<file path="src/rtl/one_hot_pkg.sv">
// Shared widths and helpers for the one-hot encode/decode pair.
// The encoder side uses the same constants, so both ends agree on widths.
package one_hot_pkg;

   localparam int unsigned BIN_W     = 4;
   localparam int unsigned ONE_HOT_W = 16;
   localparam int unsigned MAX_W     = 64;

   typedef logic [MAX_W-1:0] wide_t;

   // Clearing the lowest set bit leaves something only if two or more bits were set.
   function automatic logic popcount_gt1(input wide_t v);
      return (v & (v - wide_t'(1))) != '0;
   endfunction

endpackage

</file>
<file path="src/rtl/one_hot_prio_enc.sv">
// Combinational lowest-set-bit encoder with an all-zero flag.
// Reusable wherever a one-hot (or possibly malformed) vector must become an index.
module one_hot_prio_enc #(
   parameter int unsigned ONE_HOT_W = 16,
   parameter int unsigned BIN_W     = 4
) (
   input  logic [ONE_HOT_W-1:0] one_hot_i,
   output logic [BIN_W-1:0]     bin_o,
   output logic                 zero_o
);

   // Scan from the top down so the lowest set bit is the final assignment.
   always_comb begin
      bin_o  = '0;
      zero_o = 1'b1;
      for (int unsigned i = ONE_HOT_W; i > 0; i--) begin
         if (one_hot_i[i-1]) begin
            bin_o  = BIN_W'(i - 1);
            zero_o = 1'b0;
         end
      end
   end

endmodule

</file>
<file path="src/rtl/one_hot_to_bin_pipe.sv">
// Two-stage valid/ready one-hot to binary decoder with malformed-word
// detection and a saturating error counter.
module one_hot_to_bin_pipe
   import one_hot_pkg::wide_t;
   import one_hot_pkg::popcount_gt1;
#(
   parameter int unsigned BIN_W     = one_hot_pkg::BIN_W,
   parameter int unsigned ONE_HOT_W = one_hot_pkg::ONE_HOT_W,
   parameter int unsigned ERR_CNT_W = 8
) (
   input  logic                 clk,
   input  logic                 reset,
   input  logic                 in_valid,
   output logic                 in_ready,
   input  logic [ONE_HOT_W-1:0] one_hot_i,
   output logic                 out_valid,
   input  logic                 out_ready,
   output logic [BIN_W-1:0]     bin_o,
   output logic                 err_o,
   output logic [ERR_CNT_W-1:0] err_cnt_o
);

   if (ONE_HOT_W != 2**BIN_W) begin : g_bad_width
      $error("ONE_HOT_W must equal 2**BIN_W");
   end
   if (ONE_HOT_W > one_hot_pkg::MAX_W) begin : g_too_wide
      $error("ONE_HOT_W exceeds one_hot_pkg::MAX_W");
   end

   logic                 s1_valid_q, s1_valid_d;
   logic [ONE_HOT_W-1:0] s1_hot_q,   s1_hot_d;
   logic                 s1_zero_q,  s1_zero_d;
   logic                 s1_multi_q, s1_multi_d;

   logic                 s2_valid_q, s2_valid_d;
   logic [BIN_W-1:0]     s2_bin_q,   s2_bin_d;
   logic                 s2_err_q,   s2_err_d;
   logic [ERR_CNT_W-1:0] err_cnt_q,  err_cnt_d;

   logic                 s2_adv, s1_adv, s1_err;
   logic [BIN_W-1:0]     enc_bin;
   logic                 enc_zero;

   assign s2_adv = ~s2_valid_q | out_ready;
   assign s1_adv = ~s1_valid_q | s2_adv;

   one_hot_prio_enc #(
      .ONE_HOT_W (ONE_HOT_W),
      .BIN_W     (BIN_W)
   ) u_enc (
      .one_hot_i (s1_hot_q),
      .bin_o     (enc_bin),
      .zero_o    (enc_zero)
   );

   // enc_zero duplicates s1_zero_q; folding it in keeps the encoder output live.
   assign s1_err = s1_zero_q | s1_multi_q | enc_zero;

   always_comb begin
      s1_valid_d = s1_valid_q;
      s1_hot_d   = s1_hot_q;
      s1_zero_d  = s1_zero_q;
      s1_multi_d = s1_multi_q;
      if (s1_adv) begin
         s1_valid_d = in_valid;
         if (in_valid) begin
            s1_hot_d   = one_hot_i;
            s1_zero_d  = (one_hot_i == '0);
            s1_multi_d = popcount_gt1(wide_t'(one_hot_i));
         end
      end
   end

   always_comb begin
      s2_valid_d = s2_valid_q;
      s2_bin_d   = s2_bin_q;
      s2_err_d   = s2_err_q;
      err_cnt_d  = err_cnt_q;
      if (s2_adv) begin
         s2_valid_d = s1_valid_q;
         if (s1_valid_q) begin
            s2_bin_d = enc_bin;
            s2_err_d = s1_err;
            if (s1_err && (err_cnt_q != '1)) begin
               err_cnt_d = err_cnt_q + ERR_CNT_W'(1);
            end
         end
      end
   end

   always_ff @(posedge clk) begin
      if (reset) begin
         s1_valid_q <= 1'b0;
         s1_hot_q   <= '0;
         s1_zero_q  <= 1'b0;
         s1_multi_q <= 1'b0;
         s2_valid_q <= 1'b0;
         s2_bin_q   <= '0;
         s2_err_q   <= 1'b0;
         err_cnt_q  <= '0;
      end else begin
         s1_valid_q <= s1_valid_d;
         s1_hot_q   <= s1_hot_d;
         s1_zero_q  <= s1_zero_d;
         s1_multi_q <= s1_multi_d;
         s2_valid_q <= s2_valid_d;
         s2_bin_q   <= s2_bin_d;
         s2_err_q   <= s2_err_d;
         err_cnt_q  <= err_cnt_d;
      end
   end

   assign in_ready  = s1_adv;
   assign out_valid = s2_valid_q;
   assign bin_o     = s2_bin_q;
   assign err_o     = s2_err_q;
   assign err_cnt_o = err_cnt_q;

endmodule

</file>
<file path="config.mk">
export PLATFORM = sky130hd
export DESIGN_NAME = one_hot_to_bin_pipe
export DESIGN_NICKNAME = d
export VERILOG_FILES = /design/src/rtl/one_hot_pkg.sv /design/src/rtl/one_hot_prio_enc.sv /design/src/rtl/one_hot_to_bin_pipe.sv
export SDC_FILE = /design/constraint.sdc
export NUM_CORES = 1
export LEC_CHECK = 0
export CAP_MARGIN = 40
export CORE_AREA = 2 2 83 45
export CTS_CLUSTER_SIZE = 20
export DETAILED_ROUTE_END_ITERATION = 12
export DIE_AREA = 0 0 85 47
export GPL_TIMING_DRIVEN = 0
export PLACE_DENSITY = 0.85
export SLEW_MARGIN = 0
export SYNTH_ARGS = -nofsm -noshare
export SYNTH_HDL_FRONTEND = slang
export SYNTH_SLANG_ARGS = --single-unit
</file>
<file path="constraint.sdc">
create_clock -name clk -period 4.3 [get_ports clk]
set_input_delay 0.86 -clock clk [delete_from_list [all_inputs] [get_ports clk]]
set_output_delay 0.86 -clock clk [all_outputs]
set_load 0.01 [all_outputs]
</file>
# --- Word-level counts from Yosys, hierarchy flattened ---
# Cells that the tools add are included.
totals:
  regBits: 33
  input_bits: 20
  output_inout_bits: 15
  wordCells: 56
op_classes:
  addsub: 2
  n_eq_ne: 1
  mux: 32
  bitwise_logic: 7
  n_reduce_logical: 6
op_table:
  columns: ["cell", "n"]
  rows:
  - ["16-bit by 64-bit AND with 64-bit output", 1]
  - ["4-bit two-way mux", 16]
  - ["64-bit nonzero test", 1]
  - ["16-bit by 1-bit subtractor with 17-bit output (second input constant)", 1]
  - ["16-bit logical NOT", 1]
  - ["1-bit two-way mux", 16]
  - ["8-bit by 1-bit adder with 8-bit output (second input constant)", 1]
  - ["8-bit inequality test (second input constant)", 1]
  - ["1-bit bitwise OR", 4]
  - ["2-bit AND reduction", 2]
  - ["3-bit AND reduction", 1]
  - ["1-bit NOT", 2]
  - ["1-bit logical AND", 1]

# --- Logic depth before layout (Yosys ltp) ---
# Gate-level depths: netlist of run 1.
logic_depth:
  word_depth: 19
  mapped_depth: 6
  ltp_nobuf: 6

# --- Cells and area by module ---
# From an unflattened synthesis of run 1, not the netlist that was laid out.
unflattened:
  hier_cells: 213
  area_unflattened_um2: 1622.8
by_module_without_submodules:
  columns: ["mod", "instances", "cells_each", "area_per_inst_um2", "seq_area_each_um2"]
  rows:
  - ["one_hot_to_bin_pipe", 1, 180, 1431.4, 660.6]
  - ["one_hot_prio_enc", 1, 33, 191.4, 0.0]

# --- Least setup slack after synthesis of run 1 ---
# No wires, ideal clock.
synth_path:
  path_kind: "input to register"
  start: "in out_ready"
  end: "reg s1_multi_q"
  setup_ns: 0.120
  arrival_ns: 1.999
  path_slack_ns: 2.182
  stages: 5
  n_path_buf: 0
  cell_sequence: "nand3b_1 nand2_2 a2111oi_0 o221ai_1 o31a_1"
synth_via:
  elab_chain_cells: 3
synth_lines:
  columns: ["item", "line", "rtl"]
  rows:
  - ["start, declared", "one_hot_to_bin_pipe.sv:17", "input logic out_ready,"]
  - ["1-bit bitwise OR", "one_hot_to_bin_pipe.sv:44", "assign s2_adv = ~s2_valid_q | out_ready;"]
  - ["1-bit bitwise OR", "one_hot_to_bin_pipe.sv:45", "assign s1_adv = ~s1_valid_q | s2_adv;"]
  - ["2-bit AND reduction (no source line)", null, null]
  - ["end signal, assigned", "one_hot_to_bin_pipe.sv:105", "s1_multi_q <= s1_multi_d;"]
  - ["end, declared", "one_hot_to_bin_pipe.sv:33", "logic s1_multi_q, s1_multi_d;"]
# Every way passes these cells.
# A chain may end at the register's enable or synchronous reset.

# --- Final worst setup path of run 1 ---
layout_path:
  start: "in out_ready"
  end: "out in_ready"
layout_via:
  elab_chain_cells: 2
layout_lines:
  columns: ["item", "line", "rtl"]
  rows:
  - ["1-bit bitwise OR", "one_hot_to_bin_pipe.sv:44", null]
  - ["1-bit bitwise OR", "one_hot_to_bin_pipe.sv:45", null]
  - ["end, declared", "one_hot_to_bin_pipe.sv:14", "output logic in_ready,"]
# Every way passes these cells.

==> impl_results.md, run 1 <==
- Chip width: 85 um
- Vias in the first global route: 1345
- Commonest cells post-synth: nand2_1, dfxtp_1, a21oi_1
- Relative slew margins: 0.659
- Yosys cell types: 45
- Critical path data required time: 3.44 ns
- Via density per instance: 5.54
- Critical path arrival: 2.04 ns
- Syn_area_per_cell: slightly above 8 um2
- Clock sinks: 33
- Starting density of the core: 0.521
- Post-DP HPWL: 3.25 mm
- Crit path depth: 3
- Worst Clk Skew: a little under 0.007 ns
- Core ar.: between 3000 and 4000 um2
- P_leak: 0.733 nW
- Max-cap violations: 0
- Utilization after layout: 0.662
- CTS tree: built
- Worst-path maximum fanout: 4
- # diodes: 0
- Die area: 4000 um2
- Synth top area cells: dfxtp_1, nand2_1, a21oi_1
- Residual DRC count: 0
- RSZ-0062 raised after global routing: false
- Worst reg-to-reg path cell count: 6
- Post-synth ARST share: 0
- Final antenna-violating net count: 0
- Critical path class: input port to primary output
- Critical Path Source Type: input port
- Site Rows: 15
- Slowest stage delay, CP: 0.56 ns
- Most instantiated library cell after synthesis: nand2_1
- Final GP Congestion: 0.861
- Area growth from synthesis to final layout: 27.2%
- Count of flip-flops with a built-in enable after synthesis: 0
- Min Tclk post-route: approximately 2.9 ns
- Clock tree buffer depth: 2
- Placed Cells: 283
- CTS clk-pin slew, worst paths: 0.07 ns
- R2R Setup Slk: 2.47 ns
- All-Layer GR Usage: 0.224
- Initial drt markers: a little under 200
- Worst R2R End: err_cnt_o[4]
- Worst-margin pin slew: around 0.51 ns
- Largest net degree at the start of global routing: 11
- Most used cell, CP: clkdlybuf4s50_1
- DIE HEIGHT: about 47 um
- Critical Path Sink Type: primary output
- Crit-path cells: clkdlybuf4s50_1, nand3b_1, clkdlybuf4s50_1
- Clock latency on the worst-skew pair: 0.28 ns
- Peak supply drop: 0.200 mV
- Top-area cell type share of the netlist area: 0.386
- Crit path to: in_ready
- Via count: 1611
- Hold Fails Final Rpt: 0
- Pre-Repair DR Iteration Count: 4
- Gate count after technology mapping: 208
- Initial antenna violation count: 0
- Period utilization: 0.676
- Hold_sp: bin_o[0]
- Layout cells sized above 1: 0.0924
- Bufs and invs on worst path: 2
- Nets: 269
- Cts hold-fix bufs: 0
- Post-CTS setup buffer count: 0
- CP startpoint: out_ready
- Pwr/cell area: 310 nW/um2
- Largest area contributor in the netlist: dfxtp_1
- Drt wl/cell: 14.5 um
- First-pass GRT wire length: 6.69 mm
- Sequential area share after synthesis: 0.386
- Yosys reg bits: 33
- CTS buffer count: 5
- Top FF cell, synth: dfxtp_1
- Max Freq: 0.344 GHz
- Syn Nets: approximately 230
- Final setup violation count: 0
- Cts repair resizes: 0
- Mapped Area: roughly 1700 um2
- Worst r2r src: err_cnt_o[0]
- Grt ovf: 0
- Total wire length: 4.21 mm
- Final Max Tran Viols: 0
- Status: finished clean
- Port Buf Inserts: 33
- CTS Root Cell: clkbuf_8
- Layout Cells excl Fill: 291
- Slowest cell on the critical path: clkdlybuf4s50_1
- H-tree depth: 2
- Syn. warnings: 0
- Setup_tns: 0 ns
- Number of primary I/O pins: 35
- Top delay family on crit path: buffers and inverters
- Hold WC Path Type: register to register
## logic make-up (layout without fill, tap and decap cells)
family	after synthesis	in the layout	share of synthesized area
muxes	1	1	0.00585
AOI/OAI and AO/OA	50	50	0.195
buffers and inverters	17	58	0.0373
DFF	33	33	0.386
adders and majority gates	3	3	0.0190
and+or+nand+nor	100	100	0.336
xor gates and xnor gates	4	4	0.0205
## how the worst min path moves through the flow
stage / slack (ns) / depth (start not counted) / endpoint
floorplan: 0.45 / 2 / out_valid
global placement: 0.44 / 2 / bin_o[0]
detailed placement: 0.45 / 2 / bin_o[2]
CTS: 0.46 / 2 / bin_o[2]
global route: 0.48 / 2 / bin_o[2]
finish: 0.46 / 2 / bin_o[0]
## power breakdown
group	internal [mW]	leakage, nW	switching (mW)	total (mW)
clock network	0.112	0.0450	0.113	0.225
logic	0.0536	0.418	0.0584	0.112
registers	0.319	0.270	0.0177	0.337
## state kept, by name, indices dropped and copies added (netlist names)
name / count
out_valid: 1
s1_valid_q: 1
err_o: 1
s1_hot_q: 16
s1_multi_q: 1
err_cnt_o: 8
bin_o: 4
s1_zero_q: 1
## layout make-up
type,count,area (um2)
fillers,278,1110
multi-input cells,158,986
flip-flops and latches,33,661
repair buffers,33,330
clock buffers,6,72.6
well taps,42,52.6
inverters,9,33.8
plain buffers,8,30.0
clock inverters,2,10.0
## cell usage in the layout, fill, tap and decap left out, types with 2 or more instances in the layout
cell type,n
nand2_1,40
dfxtp_1,33
clkdlybuf4s50_1,33
a21oi_1,27
nor2_1,22
inv_1,9
clkbuf_1,8
nor3_1,5
clkbuf_8,5
a2111oi_0,4
nor4_4,4
xnor2_1,4
nor4_1,4
nand3b_1,3
o31ai_1,3
nand3_1,3
nor4_2,3
nor2b_1,2
o21ai_0,2
or2_2,2
nor3_2,2
maj3_1,2
a21boi_0,2
a211oi_1,2
clkinv_2,2
## per-layer routing
| metal | track usage | vias up | part of all wire |
|---|---|---|---|
| li1 | - | 824 | - |
| met1 | 0.355 | 727 | 0.55 |
| met3 | 0.0685 | 7 | 0.079 |
| met4 | 0.0571 | 0 | 0.0062 |
| met5 | 0 | - | 0 |
| met2 | 0.286 | 53 | 0.36 |
## worst reg2reg max path, delay by kind of cell (launching register included)
kind,cells,cell delay [ns]
compound gates,2,0.41
fa+ha+maj,1,0.24
flops,1,0.38
simple gates,3,0.72
## metrics by stage
stage / hold WS [ns] / power [mW] / instance area (um2) / worst slack [ns]
after floorplan: 0.453 / 0.406 / 1710 / 2.18
after global placement: 0.444 / 0.452 / 2090 / 1.39
after detailed placement: 0.453 / 0.454 / 2090 / 1.40
after CTS: 0.463 / 0.673 / 2180 / 1.39
after global routing: 0.477 / 0.704 / 2180 / 1.32
final: 0.459 / 0.674 / 2180 / 1.40
(Power assumes the default switching activity.)
==> inputs of run 2 (changes only) <==
--- a/config.mk
+++ b/config.mk
@@ -6,12 +6,12 @@
 export NUM_CORES = 1
 export LEC_CHECK = 0
 export CAP_MARGIN = 40
-export CORE_AREA = 2 2 83 45
+export CORE_AREA = 2 2 86 47
 export CTS_CLUSTER_SIZE = 20
 export DETAILED_ROUTE_END_ITERATION = 12
-export DIE_AREA = 0 0 85 47
+export DIE_AREA = 0 0 88 49
 export GPL_TIMING_DRIVEN = 0
-export PLACE_DENSITY = 0.85
+export PLACE_DENSITY = 0.79
 export SLEW_MARGIN = 0
 export SYNTH_ARGS = -nofsm -noshare
 export SYNTH_HDL_FRONTEND = slang
==> constraint.sdc (replaced) <==
create_clock -name clk -period 2.9 [get_ports clk]
set_input_delay 0.58 -clock clk [delete_from_list [all_inputs] [get_ports clk]]
set_output_delay 0.58 -clock clk [all_outputs]
set_load 0.01 [all_outputs]
==> impl_results.md, run 2 (synthesis results as in run 1) <==
- Status: finished clean
- CTS tree: built
- Clock latency on the worst-skew pair: 0.29 ns
- Initial drt markers: 92
- Seq pwr share: 0.498
- Site Rows: 16
- Critical Path Sink Type: primary output
- Most used cell, CP: clkdlybuf4s50_1
- Largest reg by FF count: s1_hot_q
- Filler cell count: 345
- Setup WS pre-CTS: roughly 0.36 ns
- CTS buffer count: 5
- Die area: 4310 um2
- Period utilization: 0.810
- Core ar.: 3620 um2
- Min Tclk post-route: 2.35 ns
- CTS clk-pin slew, worst paths: 0.06 ns
- First-pass GRT wire length: 6.78 mm
- RSZ-0062 raised after global routing: false
- Peak supply drop: 0.198 mV
- Starting density of the core: 0.472
- Clock sinks: 33
- Internal power: 0.719 mW
- Total Power: about 1.0 mW
- Critical path arrival: 1.77 ns
- Most frequent cells in the layout: nand2_1, dfxtp_1, clkdlybuf4s50_1
- Sw Share: 0.284
- P_leak: 0.733 nW
- CP startpoint: out_ready
- Utilization after layout: 0.605
- Grt ovf: 0
- Cts hold-fix bufs: 0
- Layout cells sized above 1: 0.0924
- Largest net degree at the start of global routing: 11
- Vias in the first global route: 1419
- Worst r2r src: err_cnt_o[0]
- Most common cell after layout, fill and taps aside: nand2_1
- Post-DP HPWL: 3.19 mm
- Max-cap violations: 0
- Critical path data required time: 2.32 ns
- Final setup violation count: 0
- Final GP Congestion: 0.893
- Hold Fails Final Rpt: 0
- Via count: ~1600
- Cts repair resizes: 0
- Worst-margin pin slew: about 0.47 ns
- Number of primary I/O pins: 35
- Drt wl/cell: 13.6 um
- Combinational share of power: 0.165
- Worst Clk Skew: between 0.004 and 0.005 ns
- Multi-input logic area: 986 um2
- Hold_sp: bin_o[0]
- Initial antenna violation count: 0
- Net load switching power: between 0.2 and 0.3 mW
- Critical Path Source Type: input port
- Setup_tns: 0 ns
- Clk pwr share: 0.337
- Nets: approximately 270
- Chip width: 88 um
- Area growth from synthesis to final layout: 28.1%
- Critical path class: input port to primary output
- Residual DRC count: 0
- Pwr/cell area: 458 nW/um2
- CTS Root Cell: clkbuf_8
- Final antenna-violating net count: 0
- Clock tree buffer depth: 2
- H-tree depth: 2
- Final Max Tran Viols: 0
- Worst-path maximum fanout: 4
- Slowest stage delay, CP: 0.56 ns
- Pre-Repair DR Iteration Count: 4
- Relative slew margins: 0.677
- Crit-path cells: clkdlybuf4s50_1, nand3b_1, clkdlybuf4s50_1
- # diodes: 0
- Via density per instance: 5.35
- Sequential cell area: 661 um2
- Max Freq: 0.426 GHz
- DIE HEIGHT: 49 um
- Post-CTS setup buffer count: 0
- Hold WC Path Type: register to register
- All-Layer GR Usage: 0.208
- Port Buf Inserts: 33
- Slowest cell on the critical path: clkdlybuf4s50_1
- Setup ws final: 0.551 ns
- Total wire length: 4.11 mm
- Max reg flops: 16
-- run 2: cell counts in the layout (fill, tap and decap cells not counted) --
Identical to the previous run, type by type.
-- run 2: layer usage --
layer	wire length [um]	part of all wire	GRT usage
met5	0	0	0
met2	1420	0.35	0.240
met3	282	0.069	0.0643
met4	68	0.017	0.0769
met1	2340	0.57	0.342
-- run 2: layout make-up --
class,instances,share of cell area
well taps,54,0.0308
clock buffers,6,0.0331
clock inverters,2,0.00457
flip-flops and latches,33,0.302
multi-input cells,158,0.450
inverters,9,0.0154
plain buffers,8,0.0137
repair buffers,33,0.151
-- run 2: power by group through the flow --
stage                     Sequential, mW  Clock [mW]  Combinational, mW
final                              0.500       0.338              0.166
after global routing               0.502       0.365              0.183
after CTS                          0.500       0.346              0.164
after detailed placement           0.510           0              0.164
after global placement             0.509           0              0.163
after floorplan                    0.507           0             0.0956
-- run 2: worst max-delay path: cells and delay by family --
family | cells | cell delay, ns
buffers and inverters | 2 | 1.02
AND/OR/NAND/NOR | 1 | 0.17
-- run 2: through the flow --
| stage | cells | hold WS, ns | cell area [um2] |
|---|---|---|---|
| 2_1_floorplan | 208 | 0.453 | 1710 |
| 3_3_place_gp | 295 | 0.442 | 2110 |
| 3_5_place_dp | 295 | 0.452 | 2110 |
| 4_1_cts | 303 | 0.462 | 2190 |
| 5_1_grt | 303 | 0.493 | 2190 |
| 6_report | 303 | 0.462 | 2190 |
-- run 2: path summary, 6_finish.rpt --
path	endpoint	slack, ns	cells after the start
max	in_ready	0.55	3
min	bin_o[0]	0.46	2
max reg2reg	err_cnt_o[4]	1.11	6
min reg2reg	bin_o[0]	0.46	2
==> inputs of run 3 (changes only) <==
==> constraint.sdc (replaced) <==
create_clock -name clk -period 2.4 [get_ports clk]
set_input_delay 0.48 -clock clk [delete_from_list [all_inputs] [get_ports clk]]
set_output_delay 0.48 -clock clk [all_outputs]
set_load 0.01 [all_outputs]
==> results of run 3 <==
The final DEF is identical to that of run 2. Status: finished clean.
Main changes from that run: setup slack after placement 0.364 ns -> -0.0357 ns; setup slack after layout 0.551 ns -> 0.251 ns; register-to-register setup slack 1.11 ns -> 0.61 ns; total power 1.00 mW -> 1.21 mW; worst IR drop on VDD 0.198 mV -> 0.239 mV
